==> config.mk <==
export PLATFORM = sky130hd
export DESIGN_NAME = if_fetch_unit_flat
export DESIGN_NICKNAME = d
export VERILOG_FILES = /design/src/rtl/if_fetch_unit_pkg.sv /design/src/rtl/if_fetch_unit_if.sv /design/src/rtl/if_fetch_unit_inst_classifier.sv /design/src/rtl/if_fetch_unit.sv /design/src/flat_wrapper.sv
export SDC_FILE = /design/constraint.sdc
export NUM_CORES = 1
export LEC_CHECK = 0
export BUFFER_PORTS_ARGS = -buffer_cell sky130_fd_sc_hd__buf_4
export CAP_MARGIN = 20
export CORE_ASPECT_RATIO = 1.5
export CORE_MARGIN = 4
export CORE_UTILIZATION = 45
export DETAILED_ROUTE_END_ITERATION = 8
export PLACE_DENSITY = 0.66
export SYNTH_ARGS = -nofsm -noshare
export SYNTH_HDL_FRONTEND = slang
export SYNTH_SLANG_ARGS = --single-unit
==> constraint.sdc <==
create_clock -name clk -period 17.24 [get_ports clk]
set_input_delay 1.724 -clock clk [delete_from_list [all_inputs] [get_ports clk]]
set_output_delay 1.724 -clock clk [all_outputs]
set_load 0.1 [all_outputs]
==> src/rtl/if_fetch_unit_pkg.sv <==
// Shared definitions for the instruction-fetch stage:
// instruction classes, opcodes, FSM states and the IF entry bundle.
package if_fetch_unit_pkg;

    typedef enum logic [3:0] {
        INST_TYPE_NONE   = 4'd0,
        INST_TYPE_R      = 4'd1,
        INST_TYPE_IALU   = 4'd2,
        INST_TYPE_LOAD   = 4'd3,
        INST_TYPE_STORE  = 4'd4,
        INST_TYPE_BRANCH = 4'd5,
        INST_TYPE_JUMP   = 4'd6
    } inst_type_e;

    localparam logic [5:0] OP_RTYPE = 6'h00;
    localparam logic [5:0] OP_LW    = 6'h23;
    localparam logic [5:0] OP_SW    = 6'h2B;
    localparam logic [5:0] OP_BEQ   = 6'h04;
    localparam logic [5:0] OP_BNE   = 6'h05;
    localparam logic [5:0] OP_J     = 6'h02;

    typedef enum logic [1:0] {
        ST_FETCH,
        ST_DRAIN,
        ST_HOLD
    } fetch_state_e;

    typedef struct packed {
        logic        valid;
        logic [31:0] inst;
        logic [31:0] pc4;
        inst_type_e  itype;
        logic [3:0]  num;
    } fetch_entry_t;

endpackage

==> src/rtl/if_fetch_unit_if.sv <==
// IF stage bus: instruction-memory req/ack channel plus
// the IF->ID bundle and ID's stall/redirect controls.
interface if_fetch_unit_if;

    logic        id_stall;
    logic        id_redirect;
    logic [31:0] nid_pc;
    logic        imem_req;
    logic [31:0] imem_addr;
    logic        imem_ack;
    logic [31:0] imem_rdata;
    logic [31:0] if_inst;
    logic [31:0] if_pc4;
    logic        if_valid;
    logic [3:0]  IF_ins_type;
    logic [3:0]  IF_ins_number;

    modport master (
        input  id_stall, id_redirect, nid_pc,
        input  imem_ack, imem_rdata,
        output imem_req, imem_addr,
        output if_inst, if_pc4, if_valid,
        output IF_ins_type, IF_ins_number
    );

    modport slave (
        output id_stall, id_redirect, nid_pc,
        output imem_ack, imem_rdata,
        input  imem_req, imem_addr,
        input  if_inst, if_pc4, if_valid,
        input  IF_ins_type, IF_ins_number
    );

endinterface

==> src/rtl/if_fetch_unit_inst_classifier.sv <==
// Combinational opcode -> instruction-class decoder.
// An all-zero word is a bubble and classifies as NONE.
module inst_classifier
    import if_fetch_unit_pkg::*;
(
    input  logic [31:0] inst,
    output inst_type_e  itype
);

    logic [5:0] op;
    logic       nz;

    assign op = inst[31:26];
    assign nz = (inst != 32'h0);

    // Map the major opcode to its class
    always_comb begin
        itype = INST_TYPE_NONE;
        unique case (1'b1)
            !nz:                    itype = INST_TYPE_NONE;
            nz && op == OP_RTYPE:   itype = INST_TYPE_R;
            nz && op == OP_LW:      itype = INST_TYPE_LOAD;
            nz && op == OP_SW:      itype = INST_TYPE_STORE;
            nz && (op == OP_BEQ ||
                   op == OP_BNE):   itype = INST_TYPE_BRANCH;
            nz && op == OP_J:       itype = INST_TYPE_JUMP;
            default:                itype = INST_TYPE_IALU;
        endcase
    end

endmodule

==> src/rtl/if_fetch_unit.sv <==
// Instruction-fetch stage: owns the PC, fetches over req/ack,
// buffers one entry plus one skid, obeys ID stall and redirect.
module if_fetch_unit
    import if_fetch_unit_pkg::*;
#(
    parameter logic [31:0] RESET_PC = 32'h0000_0000,
    parameter logic [31:0] PC_STEP  = 32'd1
) (
    input logic            clk,
    input logic            rst,
    if_fetch_unit_if.master bus
);

    fetch_state_e state;
    logic [31:0]  pc;
    logic [31:0]  addr_q;
    logic         req_q;
    logic [3:0]   seq;
    fetch_entry_t buf_q;
    fetch_entry_t skid_q;
    fetch_entry_t new_e;
    fetch_entry_t buf_clr;
    inst_type_e   new_type;
    logic         ack_v;
    logic         consume;

    inst_classifier u_cls (
        .inst  (bus.imem_rdata),
        .itype (new_type)
    );

    // Ack only counts while our request is actually on the bus
    assign ack_v   = bus.imem_ack & req_q;
    assign consume = buf_q.valid & ~bus.id_stall & ~bus.id_redirect;

    // Incoming entry and the emptied-buffer value (pc4/num hold)
    always_comb begin
        new_e       = '0;
        new_e.valid = 1'b1;
        new_e.inst  = bus.imem_rdata;
        new_e.pc4   = addr_q + PC_STEP;
        new_e.itype = new_type;
        new_e.num   = seq;
        buf_clr       = buf_q;
        buf_clr.valid = 1'b0;
        buf_clr.inst  = 32'h0;
        buf_clr.itype = INST_TYPE_NONE;
    end

    // Fetch FSM, PC, output buffer and skid entry
    always_ff @(posedge clk or posedge rst) begin
        if (rst) begin
            state  <= ST_FETCH;
            pc     <= RESET_PC;
            addr_q <= RESET_PC;
            req_q  <= 1'b0;
            seq    <= 4'd0;
            buf_q  <= '0;
            skid_q <= '0;
        end else if (bus.id_redirect) begin
            buf_q  <= buf_clr;
            skid_q <= '0;
            pc     <= bus.nid_pc;
            case (state)
                ST_FETCH: begin
                    if (req_q && !ack_v) begin
                        state <= ST_DRAIN;
                    end else begin
                        addr_q <= bus.nid_pc;
                        req_q  <= 1'b1;
                    end
                end
                ST_DRAIN: begin
                    if (ack_v) begin
                        state  <= ST_FETCH;
                        addr_q <= bus.nid_pc;
                    end
                end
                default: begin
                    state  <= ST_FETCH;
                    addr_q <= bus.nid_pc;
                    req_q  <= 1'b1;
                end
            endcase
        end else begin
            case (state)
                ST_FETCH: begin
                    req_q <= 1'b1;
                    if (ack_v) begin
                        pc     <= pc + PC_STEP;
                        addr_q <= pc + PC_STEP;
                        seq    <= seq + 4'd1;
                        if (!buf_q.valid || consume) begin
                            buf_q <= new_e;
                        end else begin
                            skid_q <= new_e;
                            state  <= ST_HOLD;
                            req_q  <= 1'b0;
                        end
                    end else if (consume) begin
                        buf_q <= buf_clr;
                    end
                end
                ST_HOLD: begin
                    if (consume) begin
                        buf_q  <= skid_q;
                        skid_q <= '0;
                        state  <= ST_FETCH;
                        req_q  <= 1'b1;
                        addr_q <= pc;
                    end
                end
                default: begin
                    if (ack_v) begin
                        state  <= ST_FETCH;
                        addr_q <= pc;
                    end
                end
            endcase
        end
    end

    assign bus.imem_req      = req_q;
    assign bus.imem_addr     = addr_q;
    assign bus.if_inst       = buf_q.inst;
    assign bus.if_pc4        = buf_q.pc4;
    assign bus.if_valid      = buf_q.valid;
    assign bus.IF_ins_type   = buf_q.itype;
    assign bus.IF_ins_number = buf_q.num;

endmodule

==> src/flat_wrapper.sv <==
// flat-port wrapper written by rule: the top's interface ports become plain ports
module if_fetch_unit_flat import if_fetch_unit_pkg::*;
#(
    parameter logic [31:0] RESET_PC = 32'h0000_0000,
    parameter logic [31:0] PC_STEP  = 32'd1
)
  (clk, rst, bus_id_stall, bus_id_redirect, bus_nid_pc, bus_imem_ack, bus_imem_rdata, bus_imem_req, bus_imem_addr, bus_if_inst, bus_if_pc4, bus_if_valid, bus_IF_ins_type, bus_IF_ins_number);
  if_fetch_unit_if bus_i ();
  input logic clk;
  input logic rst;
  input wire logic [$bits(bus_i.id_stall)-1:0] bus_id_stall;
  input wire logic [$bits(bus_i.id_redirect)-1:0] bus_id_redirect;
  input wire logic [$bits(bus_i.nid_pc)-1:0] bus_nid_pc;
  input wire logic [$bits(bus_i.imem_ack)-1:0] bus_imem_ack;
  input wire logic [$bits(bus_i.imem_rdata)-1:0] bus_imem_rdata;
  output wire logic [$bits(bus_i.imem_req)-1:0] bus_imem_req;
  output wire logic [$bits(bus_i.imem_addr)-1:0] bus_imem_addr;
  output wire logic [$bits(bus_i.if_inst)-1:0] bus_if_inst;
  output wire logic [$bits(bus_i.if_pc4)-1:0] bus_if_pc4;
  output wire logic [$bits(bus_i.if_valid)-1:0] bus_if_valid;
  output wire logic [$bits(bus_i.IF_ins_type)-1:0] bus_IF_ins_type;
  output wire logic [$bits(bus_i.IF_ins_number)-1:0] bus_IF_ins_number;
  assign bus_i.id_stall = bus_id_stall;
  assign bus_i.id_redirect = bus_id_redirect;
  assign bus_i.nid_pc = bus_nid_pc;
  assign bus_i.imem_ack = bus_imem_ack;
  assign bus_i.imem_rdata = bus_imem_rdata;
  assign bus_imem_req = bus_i.imem_req;
  assign bus_imem_addr = bus_i.imem_addr;
  assign bus_if_inst = bus_i.if_inst;
  assign bus_if_pc4 = bus_i.if_pc4;
  assign bus_if_valid = bus_i.if_valid;
  assign bus_IF_ins_type = bus_i.IF_ins_type;
  assign bus_IF_ins_number = bus_i.IF_ins_number;
  if_fetch_unit #(.RESET_PC(RESET_PC), .PC_STEP(PC_STEP)) u_core (.clk(clk), .rst(rst), .bus(bus_i));
endmodule
After elaboration in Yosys (flattened, before gate mapping)
Cells that the tools add are included.

Register bits: 217. Output and inout bits: 106.

Multiplexer cells: 37. Reduce and logical (&&, ||, !) cells: 27. Bitwise gates (word level): 5. Eq/ne operators: 19. Add/subtract/negate cells: 3.

Operators by type and width (number): $mux 73 (9); $pmux 73 s2 (2); $mux 32 (8); $pmux 32 s2 (2); $add 32x1->32 const B (2); $reduce_bool 32->1 (1); $pmux 3 s6 (1); $reduce_and 4->1 (4); $eq 6x3->1 const B (2); $eq 6x6->1 const B (2); $mux 2 (6); $ne 3x2->1 const B (4); $reduce_and 5->1 (2); $pmux 2 s2 (2); $eq 6x2->1 const B (1); $logic_and 1x1->1 (6); $logic_not 6->1 (1); $ne 2x1->1 const B (3); $ne 3x3->1 const B (2); $reduce_bool 2->1 (3); $reduce_bool 3->1 (2); $mux 1 (5); $add 4x1->4 const B (1); $ne 4x2->1 const B (1); 12 further kinds (19).

Logic depth before layout (Yosys ltp)
Word-level depth: 8. Gate-level depth with buffers: 8. Gate-level depth less buffers: 6.

By module
From an unflattened synthesis, not the netlist that was laid out.

Cell total of the unflattened synthesis: 1152. Area, all modules: 11019.3 µm².

By module, submodules not included: if_fetch_unit (instances 1, area an instance 10865.4 µm², cells an instance 1125); inst_classifier (instances 1, area an instance 153.9 µm², cells an instance 27).

Worst setup path after synthesis
Ideal clock, no wire load.

Path kind: input port to flip-flop. Start point: input port bus_id_redirect. End point: register u_core.buf_q, in the netlist u_core.bus.IF_ins_number[0]. Setup time: 0.073 ns. Required time: 17.167 ns. Arrival: 3.261 ns. Cell stages on the path: 7. Slack: 13.907 ns. Path through: clkbuf_1 -> or2_2 -> a221oi_1 -> buf_2 -> buf_1 -> nor2_1 -> nor2_1.

Cells in the longest elaborated chain, start to end: 5. Elaborated cells between the ends (all ways): 6. Those cells by class: eq/ne (2); bitwise (2); reduce/logical (2).

RTL lines: start: declaration (line flat_wrapper.sv:12) `input wire logic [$bits(bus_i.id_redirect)-1:0] bus_id_redirect;`; $not 1->1 (no source line) (*); $and 1x1->1 (line if_fetch_unit.sv:34) `assign consume = buf_q.valid & ~bus.id_stall & ~bus.id_redirect;`; $logic_or 1x1->1 (line if_fetch_unit.sv:93) `if (!buf_q.valid || consume) begin`; $ne 2x1->1 (no source line); $reduce_and 5->1 (no source line) (*); end signal: assignment (line if_fetch_unit.sv:94) `buf_q <= new_e;`; end signal: assignment (line if_fetch_unit.sv:101) `buf_q <= buf_clr;`; end signal: assignment (line if_fetch_unit.sv:106) `buf_q <= skid_q;`; end: declaration (line if_fetch_unit.sv:19) `fetch_entry_t buf_q;`.

Mark *: on every way between the ends. The rest lies on a longest branch, timed or not. A chain may end at the register's enable or synchronous reset.

Final worst setup path
Start point: input port bus_id_redirect. End point: register u_core.addr_q[10], in the netlist u_core.bus.imem_addr[10].

Cells in the longest elaborated chain, start to end: 4. Elaborated cells between the ends (all ways): 9. Those cells by class: eq/ne (4); mux (1); bitwise (2); reduce/logical (2).

RTL lines: $not 1->1 (no source line); $and 1x1->1 (line if_fetch_unit.sv:34); $ne 3x2->1 (no source line); $reduce_and 5->1 (no source line); end signal: assignment (line if_fetch_unit.sv:69) `addr_q <= bus.nid_pc;`; end signal: assignment (line if_fetch_unit.sv:76) `addr_q <= bus.nid_pc;`; end signal: assignment (line if_fetch_unit.sv:81) `addr_q <= bus.nid_pc;`; end: declaration (line if_fetch_unit.sv:16) `logic [31:0] addr_q;`.

Several ways; a longest one is shown, not always the timed one.

==> metrics <==
Post-synth EDFFs 0; top cells by area, synth dfrtp_1 (49%), nor2_1 (4.4%), a22o_1 (3.8%); Reg2Reg Launch Point u_core.state[1]; final core occ 55.4%; time the worst path needs with I/O delays and setup 3.45 ns; via count 9,366; CTS Hold Buffers Added 0; Max Clk Rate 0.290 GHz; Critical path buffers and inverters 3; Sum Neg Setup Slack 0 ns; Synth area leader dfrtp_1; Post CTS Setup Buffer Count 0; Peak VDD IR 0.0870 mV; CTS resizes 0; Die Ht 199 um; crit path cell chain buf_4 -> inv_2 -> nand4_1 -> nand2_1 -> buf_4 -> nor2_1 -> a221oi_1; Global Route Usage Sum 23.6%; total gr overflow 0; r2r endpoint u_core.bus.imem_addr[12]; Levels on crit path 7; total CTS buffers 22; Netlist cell types 67; CP arrival 3.85 ns; Mapped Avg Cell Area 9.47 um^2; dpl cell area 12,400 um^2; Die ar. 26,900 um^2; first-pass GRT wire length 51,600 um; latest clock arrival within the worst-skew pair 0.51 ns; Logic pwr share 39.9%; r2r worst-path depth 7; FILL cells 2,219; Initial Util 45.9%; RSZ-0062 raised after global routing false; Psw 0.000918 W; CP startpoint kind input pin; CTS sink count 215; minimum hold slack 0.473 ns; most numerous cell in the Yosys netlist dfrtp_1; Setup WS pre-CTS 13.15 ns; core area 23,800 um^2; final clock skew 0.0127 ns; clock power share 26.1%; #FFs+latches synth 215; crit end category flip-flop; initial drt markers 622; clk buf depth 3; Pint 0.00107 W; total of max-cap violations 0; worst hold path class flip-flop to flip-flop; Net Sw Frac 46.2%; top post-synthesis cells by count dfrtp_1 (215), nor2_1 (127), nand2_1 (105), o21ai_0 (79), clkbuf_1 (77); Routed Antenna Nets 0; crit share post-route 20.0%; worst path required time 17.64 ns; vias per cell 5.83; # setup viols final 0; vias in the first global route 9,460; total wire length 31,900 um; pin count of the biggest net entering global routing 79; Cells after Synth 1,154; Crit Path Class input pin to flip-flop; Placer Congestion 0.899; worst-margin pin slew 0.945 ns; Final Cell Area 13,200 um^2; num ports 175; Netlist Area Pre-Place 10,900 um^2; Worst path slowest cell inv_2; status complete, no violations; P per Cell Area 150 nW/um^2; Final Net Count 1,342; r2r setup slk 14.36 ns; post-synth top area share 49.2%; DR WL/cell 19.9 um; Detail Placement HPWL 21,500 um; Critical Path Fanout Max 46; port bufs 173; Most common cell on crit path buf_4; clk root buf clkbuf_16; initial antenna violation count 1; site row count 69; DRC errors left 0; CP Capture Point u_core.bus.imem_addr[10]; Die Wd 135 um; synthesis-to-layout area growth 20.9%; Worst Setup SP bus_id_redirect; asr flop ratio synth 100%; leak pwr 5.65 nW; Final Slew Violations 0; Most used DFF post-synth dfrtp_1; setup ws final 13.79 ns; slowest stage delay, CP 0.70 ns; sequential area share after synthesis 49.2%; First-pass DRT Iterations 5; clk slew on worst S/H paths 0.07 ns; Syn. warnings 0; final hold viol count 0; H-tree Lvls 1; layout cells sized above 1 20.4%; Slew headroom 37.0%; CTS tree built; Seq pwr share 34.0%; synthesized net count 1,226; crit-path leading delay family buffers and inverters
tightest hold or removal path: stages (launching register included):
cell     delay (ns)
dfrtp_1        0.34
nand2_1        0.04
o21ai_0        0.06
layout by cell type (no fill, tap or decap), types with 39 or more instances in the layout:
master	instances
a211oi_1	39
a21oi_1	40
a22o_1	48
buf_4	188
dfrtp_1	215
nand2_1	105
nor2_1	126
o21ai_0	79
xor2_1	45
cell families after synthesis:
| group | count (synthesis) | share of synthesized area (%) |
|---|---|---|
| flip-flops | 215 | 49.2 |
| AO/OA/AOI/OAI | 313 | 19.5 |
| XOR/XNOR | 79 | 6.33 |
| AND/OR/NAND/NOR | 414 | 18.5 |
| adder cells (fa/ha/maj) | 3 | 0.343 |
| multiplexers | 21 | 2.08 |
| buffers and inverters | 108 | 3.98 |
| other | 1 | 0.0343 |
stage by stage:
step	power [W]	cells
CTS	0.00200	1605
global route	0.00207	1606
finish	0.00199	1606
floorplan	0.00128	1154
global placement	0.00147	1565
detailed placement	0.00148	1565
routing by layer:
metal	track usage, %	routed length (um)	up-vias
met2	40.5	16100	338
met3	2.96	1870	68
met5	0	0	-
met4	8.14	1070	0
li1	-	-	4429
met1	31.0	12900	4531
power groups by stage:
stage	combinational [W]	sequential (W)	clock, W
final	0.000793	0.000675	0.000518
after global routing	0.000831	0.000686	0.000554
after CTS	0.000797	0.000674	0.000530
after detailed placement	0.000795	0.000683	0
after global placement	0.000790	0.000681	0
after floorplan	0.000196	0.00108	0
worst min path at each step:
stage | from | to | cells after the start
after floorplan | u_core.skid_q[22] | u_core.skid_q[22] | 2
after global placement | u_core.skid_q[28] | u_core.skid_q[28] | 2
after detailed placement | u_core.skid_q[22] | u_core.skid_q[22] | 2
after CTS | u_core.skid_q[22] | u_core.skid_q[22] | 2
after global routing | u_core.skid_q[32] | u_core.skid_q[32] | 2
final | u_core.skid_q[22] | u_core.skid_q[22] | 2
layout make-up:
cell class	instances	area (um^2)	area share, %
Timing Repair Buffer	188	1410	10.7
Sequential cell	215	5380	40.7
Inverter	12	52.6	0.398
Clock buffer	26	607	4.59
Clock inverter	14	183	1.38
Multi-Input combinational cell	831	5170	39.2
Antenna cell	1	2.50	0.0189
Tap cell	319	399	3.02
registers in the layout (all words and copies together) (netlist names):
register / count
u_core.bus.IF_ins_number: 4
u_core.bus.IF_ins_type: 3
u_core.bus.if_inst: 32
u_core.bus.if_pc4: 32
u_core.bus.if_valid: 1
u_core.bus.imem_addr: 32
u_core.bus.imem_req: 1
u_core.pc: 32
u_core.seq: 4
u_core.skid_q: 72
u_core.state: 2
Power figures use the tool's default switching activity.
